--- src/rtl/clk_rst_ctrl_if.sv ---
// Control/status bundle between the BA22 subsystem and its clock/reset sequencer.
// The sequencer uses the slave modport; the system side drives the master modport.
interface clk_rst_ctrl_if #(
   parameter int N_RST = 2
) ();
   logic             load_done_i;
   logic             pm_stall_req_i;
   logic             pm_stalled_i;
   logic             clk_en_o;
   logic             pm_clk_o;
   logic [N_RST-1:0] rst_n_o;
   logic             pm_stall_o;
   logic             ready_o;

   modport master (
      output load_done_i, pm_stall_req_i, pm_stalled_i,
      input  clk_en_o, pm_clk_o, rst_n_o, pm_stall_o, ready_o
   );

   modport slave (
      input  load_done_i, pm_stall_req_i, pm_stalled_i,
      output clk_en_o, pm_clk_o, rst_n_o, pm_stall_o, ready_o
   );
endinterface

--- src/rtl/clk_rst_ctrl.sv ---
// Core clock-enable, PM clock divider and staggered reset-domain sequencer.
// Holds the core until the image is loaded, then releases domains and handles PM stalls.
module clk_rst_ctrl #(
   parameter int PM_DIV      = 4,
   parameter int RST_DELAY   = 60,
   parameter int N_RST       = 2,
   parameter int RST_STAGGER = 4
) (
   input  logic          clk,
   input  logic          rst,
   clk_rst_ctrl_if.slave bus
);
   localparam int HALF   = PM_DIV / 2;
   localparam int DIV_W  = (HALF > 1) ? $clog2(HALF) : 1;
   localparam int CNT_W  = $clog2(RST_DELAY + N_RST * RST_STAGGER + 1);
   localparam logic [DIV_W-1:0] DIV_LAST = DIV_W'(HALF - 1);
   localparam logic [CNT_W-1:0] CNT_MAX  = CNT_W'(RST_DELAY + N_RST * RST_STAGGER);

   typedef enum logic [2:0] {IDLE, DELAY, STAGGER, RUN, STALL_REQ, STALLED} state_t;

   state_t           state;
   logic [CNT_W-1:0] cnt;
   logic [CNT_W-1:0] cnt_nxt;
   logic [N_RST-1:0] mask;
   logic [N_RST-1:0] rst_n;
   logic [DIV_W-1:0] div_cnt;
   logic             pm_clk;
   logic             clk_en;
   logic             stall;
   logic             ready;

   function automatic logic [CNT_W-1:0] sat_inc(input logic [CNT_W-1:0] c);
      return (c == CNT_MAX) ? c : c + CNT_W'(1);
   endfunction

   // Domain k is due once the post-load cycle count reaches RST_DELAY + k*RST_STAGGER.
   function automatic logic [N_RST-1:0] release_mask(input logic [CNT_W-1:0] c);
      logic [N_RST-1:0] m;
      m = '0;
      for (int k = 0; k < N_RST; k++)
         m[k] = (32'(c) >= 32'(RST_DELAY + k * RST_STAGGER));
      return m;
   endfunction

   assign cnt_nxt = sat_inc(cnt);
   assign mask    = release_mask(cnt_nxt);

   always_ff @(posedge clk) begin
      if (rst) begin
         div_cnt <= '0;
         pm_clk  <= 1'b1;
      end else if (div_cnt == DIV_LAST) begin
         div_cnt <= '0;
         pm_clk  <= ~pm_clk;
      end else begin
         div_cnt <= div_cnt + DIV_W'(1);
      end
   end

   always_ff @(posedge clk) begin
      if (rst) begin
         state  <= IDLE;
         cnt    <= '0;
         clk_en <= 1'b0;
         rst_n  <= '0;
         stall  <= 1'b0;
         ready  <= 1'b0;
      end else if (state != IDLE && !bus.load_done_i) begin
         // Losing the image drops everything back to the pre-load condition.
         state  <= IDLE;
         cnt    <= '0;
         clk_en <= 1'b0;
         rst_n  <= '0;
         stall  <= 1'b0;
         ready  <= 1'b0;
      end else begin
         case (state)
            IDLE: begin
               if (bus.load_done_i) begin
                  state  <= DELAY;
                  cnt    <= '0;
                  clk_en <= 1'b1;
               end
            end
            DELAY, STAGGER: begin
               cnt   <= cnt_nxt;
               rst_n <= rst_n | mask;
               if (&mask) begin
                  state <= RUN;
                  ready <= 1'b1;
               end else if (mask[0]) begin
                  state <= STAGGER;
               end
            end
            RUN: begin
               if (bus.pm_stall_req_i) begin
                  state <= STALL_REQ;
                  stall <= 1'b1;
                  ready <= 1'b0;
               end
            end
            STALL_REQ: begin
               if (!bus.pm_stall_req_i) begin
                  state <= RUN;
                  stall <= 1'b0;
                  ready <= 1'b1;
               end else if (bus.pm_stalled_i) begin
                  state  <= STALLED;
                  clk_en <= 1'b0;
               end
            end
            STALLED: begin
               if (!bus.pm_stall_req_i) begin
                  state  <= RUN;
                  clk_en <= 1'b1;
                  stall  <= 1'b0;
                  ready  <= 1'b1;
               end
            end
            default: state <= IDLE;
         endcase
      end
   end

   assign bus.clk_en_o   = clk_en;
   assign bus.pm_clk_o   = pm_clk;
   assign bus.rst_n_o    = rst_n;
   assign bus.pm_stall_o = stall;
   assign bus.ready_o    = ready;
endmodule

--- src/flat_wrapper.sv ---
// flat-port wrapper written by rule: the top's interface ports become plain ports
module clk_rst_ctrl_flat 
#(
   parameter int PM_DIV      = 4,
   parameter int RST_DELAY   = 60,
   parameter int N_RST       = 2,
   parameter int RST_STAGGER = 4
)
  (clk, rst, bus_load_done_i, bus_pm_stall_req_i, bus_pm_stalled_i, bus_clk_en_o, bus_pm_clk_o, bus_rst_n_o, bus_pm_stall_o, bus_ready_o);
  clk_rst_ctrl_if #(.N_RST(N_RST)) bus_i ();
  input  logic clk;
  input  logic rst;
  input wire logic [$bits(bus_i.load_done_i)-1:0] bus_load_done_i;
  input wire logic [$bits(bus_i.pm_stall_req_i)-1:0] bus_pm_stall_req_i;
  input wire logic [$bits(bus_i.pm_stalled_i)-1:0] bus_pm_stalled_i;
  output wire logic [$bits(bus_i.clk_en_o)-1:0] bus_clk_en_o;
  output wire logic [$bits(bus_i.pm_clk_o)-1:0] bus_pm_clk_o;
  output wire logic [$bits(bus_i.rst_n_o)-1:0] bus_rst_n_o;
  output wire logic [$bits(bus_i.pm_stall_o)-1:0] bus_pm_stall_o;
  output wire logic [$bits(bus_i.ready_o)-1:0] bus_ready_o;
  assign bus_i.load_done_i = bus_load_done_i;
  assign bus_i.pm_stall_req_i = bus_pm_stall_req_i;
  assign bus_i.pm_stalled_i = bus_pm_stalled_i;
  assign bus_clk_en_o = bus_i.clk_en_o;
  assign bus_pm_clk_o = bus_i.pm_clk_o;
  assign bus_rst_n_o = bus_i.rst_n_o;
  assign bus_pm_stall_o = bus_i.pm_stall_o;
  assign bus_ready_o = bus_i.ready_o;
  clk_rst_ctrl #(.PM_DIV(PM_DIV), .RST_DELAY(RST_DELAY), .N_RST(N_RST), .RST_STAGGER(RST_STAGGER)) u_core (.clk(clk), .rst(rst), .bus(bus_i));
endmodule
--- config.mk ---
export PLATFORM = sky130hd
export DESIGN_NAME = clk_rst_ctrl_flat
export DESIGN_NICKNAME = d
export VERILOG_FILES = /design/src/rtl/clk_rst_ctrl_if.sv /design/src/rtl/clk_rst_ctrl.sv /design/src/flat_wrapper.sv
export SDC_FILE = /design/constraint.sdc
export NUM_CORES = 1
export LEC_CHECK = 0
export CORE_MARGIN = 5
export CORE_UTILIZATION = 40
export CTS_CLUSTER_SIZE = 24
export DETAILED_ROUTE_END_ITERATION = 7
export PLACE_DENSITY_LB_ADDON = 0.08
export SLEW_MARGIN = 20
export SYNTH_ARGS = -nofsm -noshare
export SYNTH_HDL_FRONTEND = slang
export SYNTH_SLANG_ARGS = --single-unit
--- constraint.sdc ---
create_clock -name clk -period 1.5 [get_ports clk]
set_input_delay 0.15 -clock clk [delete_from_list [all_inputs] [get_ports clk]]
set_output_delay 0.15 -clock clk [all_outputs]
set_load 0.03 [all_outputs]
==> results summary <==
The via count normalized by instance count came out at about 5.5. Power spread over the standard cell area amounts to between 600 and 700 nW/um^2. The internal power is 0.000640 W. The detailed-router iteration count before antenna repair is 4.

The worst pin sits at a relative slew slack of approximately 70%. The total nets after synthesis is about 130. The summed negative setup slack over all endpoints came out at -241 ps. The die is slightly below 60 microns tall.

For this block, the initial DRC count from the detailed router was 40. The maximum buffer depth of the clock tree is 2. The number of endpoints with negative hold slack in the final report is 0.

Power comes to roughly 0.00088 W. The count of synthesis-stage warnings from yosys is 0. The detail-routed net length per standard cell came out at around 14 microns. Along the worst path, the maximum fanout reaches 5. Of all flip-flops after synthesis, the portion carrying an async set or reset was 0%. Synthesis produced a netlist whose cell count is 120. The final cell count without fillers is 178.

The clock arrives with 5.33 ps of skew. The post-synthesis to final-layout area growth came out at 39.6%. The number of maximum-capacitance violations came out at 0. The standby leakage power came out at between 0.6 and 0.7 nW. The total clock buffers created by CTS is 3. The max-slew violation total from the final report is 0. The data arrival time at the worst-slack endpoint is roughly 1800 ps.

The worst hold-check slack is around 420 ps. Setup violations remaining at the end of the flow were counted as 7. CTS built an H-tree with a depth of 1. The total number of vias is slightly below 1,000. Across every metal layer, demand over resource in global routing totals 15.7%. The largest net degree at the start of global routing is 14. The class of the most critical setup path is register to register. The layout cell share with drive strength beyond 1 came out at between 20% and 30%. Once routing completed, OpenROAD measured the worst setup slack at -67.3 ps. After synthesis, flip-flops and latches occupy a little over a third of the total area. Buffers placed on the I/O ports in this run total 10. The net total in the final layout came out at 158. The final period demand of the worst path is roughly 1600 ps. The number of inserted filler cells in the final layout came out at about 210. In this run the power spent charging and discharging nets is between 0.0002 and 0.00025 W. Combinational logic is responsible for between 10% and 20% of the overall power. The width of the chip is between 50 and 60 microns. Clock tree synthesis selected as its root buffer the cell clkbuf_4.

The number of buffers added to fix hold violations after cts came out at 0. The number of cells after detailed placement is about 170. The register cell area after layout is ~350 sq um.

The placed wire-length estimate is between 1.5 and 2 mm. A synthesized cell averages 8.03 sq um. The final reports fail on negative setup slack. Derived from the worst setup path, the maximum achievable clock frequency is between 0.6 and 0.7 GHz. The floorplan has 17 rows. The top cell type's share of synthesized area came out at a little over a third. The flip-flop cell with the highest count after synthesis is dfxtp_1. The synthesized design contains 0 enable-type register cells. Counting instances in the post-synthesis netlist gives the leading cell types as dfxtp_1 (17), nor2_1 (17), a21oi_1 (10). The count of inserted antenna diode cells came out at 0.

The worst hold path belongs to the class input pin to register. The run finished, with violations left. The first global-routing pass estimated approximately 4.3 mm of wire. The sequential fraction of design power came out at between 50 and 60%. The number of global-route vias before repair came to between 900 and 1,000. dfxtp_1 takes more of the synthesized area than any other cell. 11 I/O pins were placed. The maximum VDD drop is roughly 0.52 mV. After detailed routing, the total wire length is 2.44 mm.

Setup repair after global routing could not meet its margin everywhere. The area taken by multi-input logic gates is between 600 and 700 sq um. At the worst endpoint, the required time is 1730 ps. The transition time at the pin with the least slew margin came out at 444 ps. The tree built by TritonCTS fans out to 17 sinks. In this run the standard cell core region covers roughly 2300 sq um. The initial antenna violation count is 0. The detail route stage leaves a number of antenna-violating nets equal to 0.

The internal reg-to-reg setup slack came out at -70 ps. The share of the clock period used by the worst path came out at 104%. Net switching is a little over a quarter of the power. The flop and latch count out of synthesis came out at 17.

The pre-CTS worst setup slack came out at -66.6 ps. The die footprint is between 3000 and 4000 sq um. Yosys attributes the largest share of cell area to dfxtp_1 (35%), nor2_1 (6.6%), a21oi_1 (5.2%).

After detailed routing, the number of remaining DRC violations is 0. After clock tree synthesis, the clock-pin slew on the worst setup and hold paths is around 100 ps. The initial core utilization is around 43%.

STA classifies the critical path startpoint as a register. At the later pin of the worst-skew pair, clock insertion delay measures about 290 ps. The global placement routability congestion came out at between 0.8 and 0.9. The residual overflow from global routing came out at 0.

After synthesis, the netlist uses 41 different library cells. The clock tree from TritonCTS is yes. The mapped netlist covers a little under 1000 sq um. The proportion of power drawn by the clock network is between 20% and 30%. The type of element capturing the critical path is a register.
==> critical path, cell delays in order (launching register included) <==
cell and delay, ps:
dfxtp_4 380, inv_4 60, ha_4 110, nand4bb_1 130
o211ai_1 410, mux2_4 350, nor2_1 80
==> final timing paths <==
check / start / endpoint / depth (start not counted)
max: u_core.cnt[0] / u_core.cnt[0] / 6
min: rst / u_core.div_cnt / 2
max reg2reg: u_core.cnt[0] / u_core.cnt[0] / 6
min reg2reg: u_core.div_cnt / u_core.div_cnt / 1
==> state kept, by name (all words and copies together) (netlist names) <==
register               cells
u_core.cnt                 7
u_core.bus.pm_stall_o      1
u_core.bus.ready_o         1
u_core.bus.clk_en_o        1
u_core.bus.pm_clk_o        1
u_core.state               3
u_core.div_cnt             1
u_core.bus.rst_n_o         2
==> cell usage in the layout (no fill, tap or decap), drive strengths merged, types with 2 or more instances in the layout <==
| master | n |
|---|---|
| a211oi | 3 |
| a21oi | 10 |
| a221oi | 2 |
| and3 | 3 |
| buf | 21 |
| clkbuf | 4 |
| clkdlybuf4s50 | 4 |
| dfxtp | 17 |
| dlymetal6s2s | 6 |
| ha | 2 |
| inv | 7 |
| nand2 | 9 |
| nand2b | 2 |
| nand3 | 2 |
| nor2 | 17 |
| nor3 | 4 |
| o211ai | 3 |
| o21ai | 9 |
| o22ai | 2 |
| xnor2 | 3 |
==> final cells by class <==
type	instances	area share (%)
multi-input combinational	90	46.0
clock buffer	4	1.95
sequential	17	25.8
tap	28	2.60
inverter	8	2.42
timing repair buffer	31	21.2
==> power by group through the flow <==
stage / Combinational, W / Sequential, W / Clock (W)
2_1_floorplan: 0.0000704 / 0.000495 / 0
3_3_place_gp: 0.000144 / 0.000482 / 0
3_5_place_dp: 0.000145 / 0.000484 / 0
4_1_cts: 0.000155 / 0.000474 / 0.000261
5_1_grt: 0.000175 / 0.000476 / 0.000280
6_report: 0.000157 / 0.000474 / 0.000246
==> cell families after synthesis <==
| kind of cell | synth area share, % |
|---|---|
| compound gates | 26.8 |
| mux | 1.17 |
| simple gates | 23.1 |
| xor+xnor | 5.59 |
| flops | 35.3 |
| fa+ha+maj | 2.60 |
| buf+inv | 5.45 |
==> routing by layer <==
metal / up-vias / GRT usage [%] / wire length [microns] / part of all wire, %
met5: - / 0 / 0 / 0
met4: 0 / 9.39 / 89 / 3.6
met3: 10 / 2.18 / 55 / 2.3
met2: 19 / 25.4 / 1160 / 47
met1: 461 / 19.6 / 1140 / 47
li1: 493 / - / - / -
==> through the flow <==
| stage | cell area, sq um | utilization (%) |
|---|---|---|
| floorplan | 968 | - |
| global placement | 1230 | 54.5 |
| detailed placement | 1230 | 54.5 |
| CTS | 1310 | 58.3 |
| global route | 1350 | 59.7 |
| finish | 1350 | 59.7 |
==> repair_timing <==
action / CTS / global route
resized for setup: 8 / 14
setup buffers: 4 / 1
pin swaps: 7 / 3
setup endpoints to repair: 7 / 16
hold endpoints to repair: 0 / 0
Note: power is estimated with default switching activity, not from simulation.
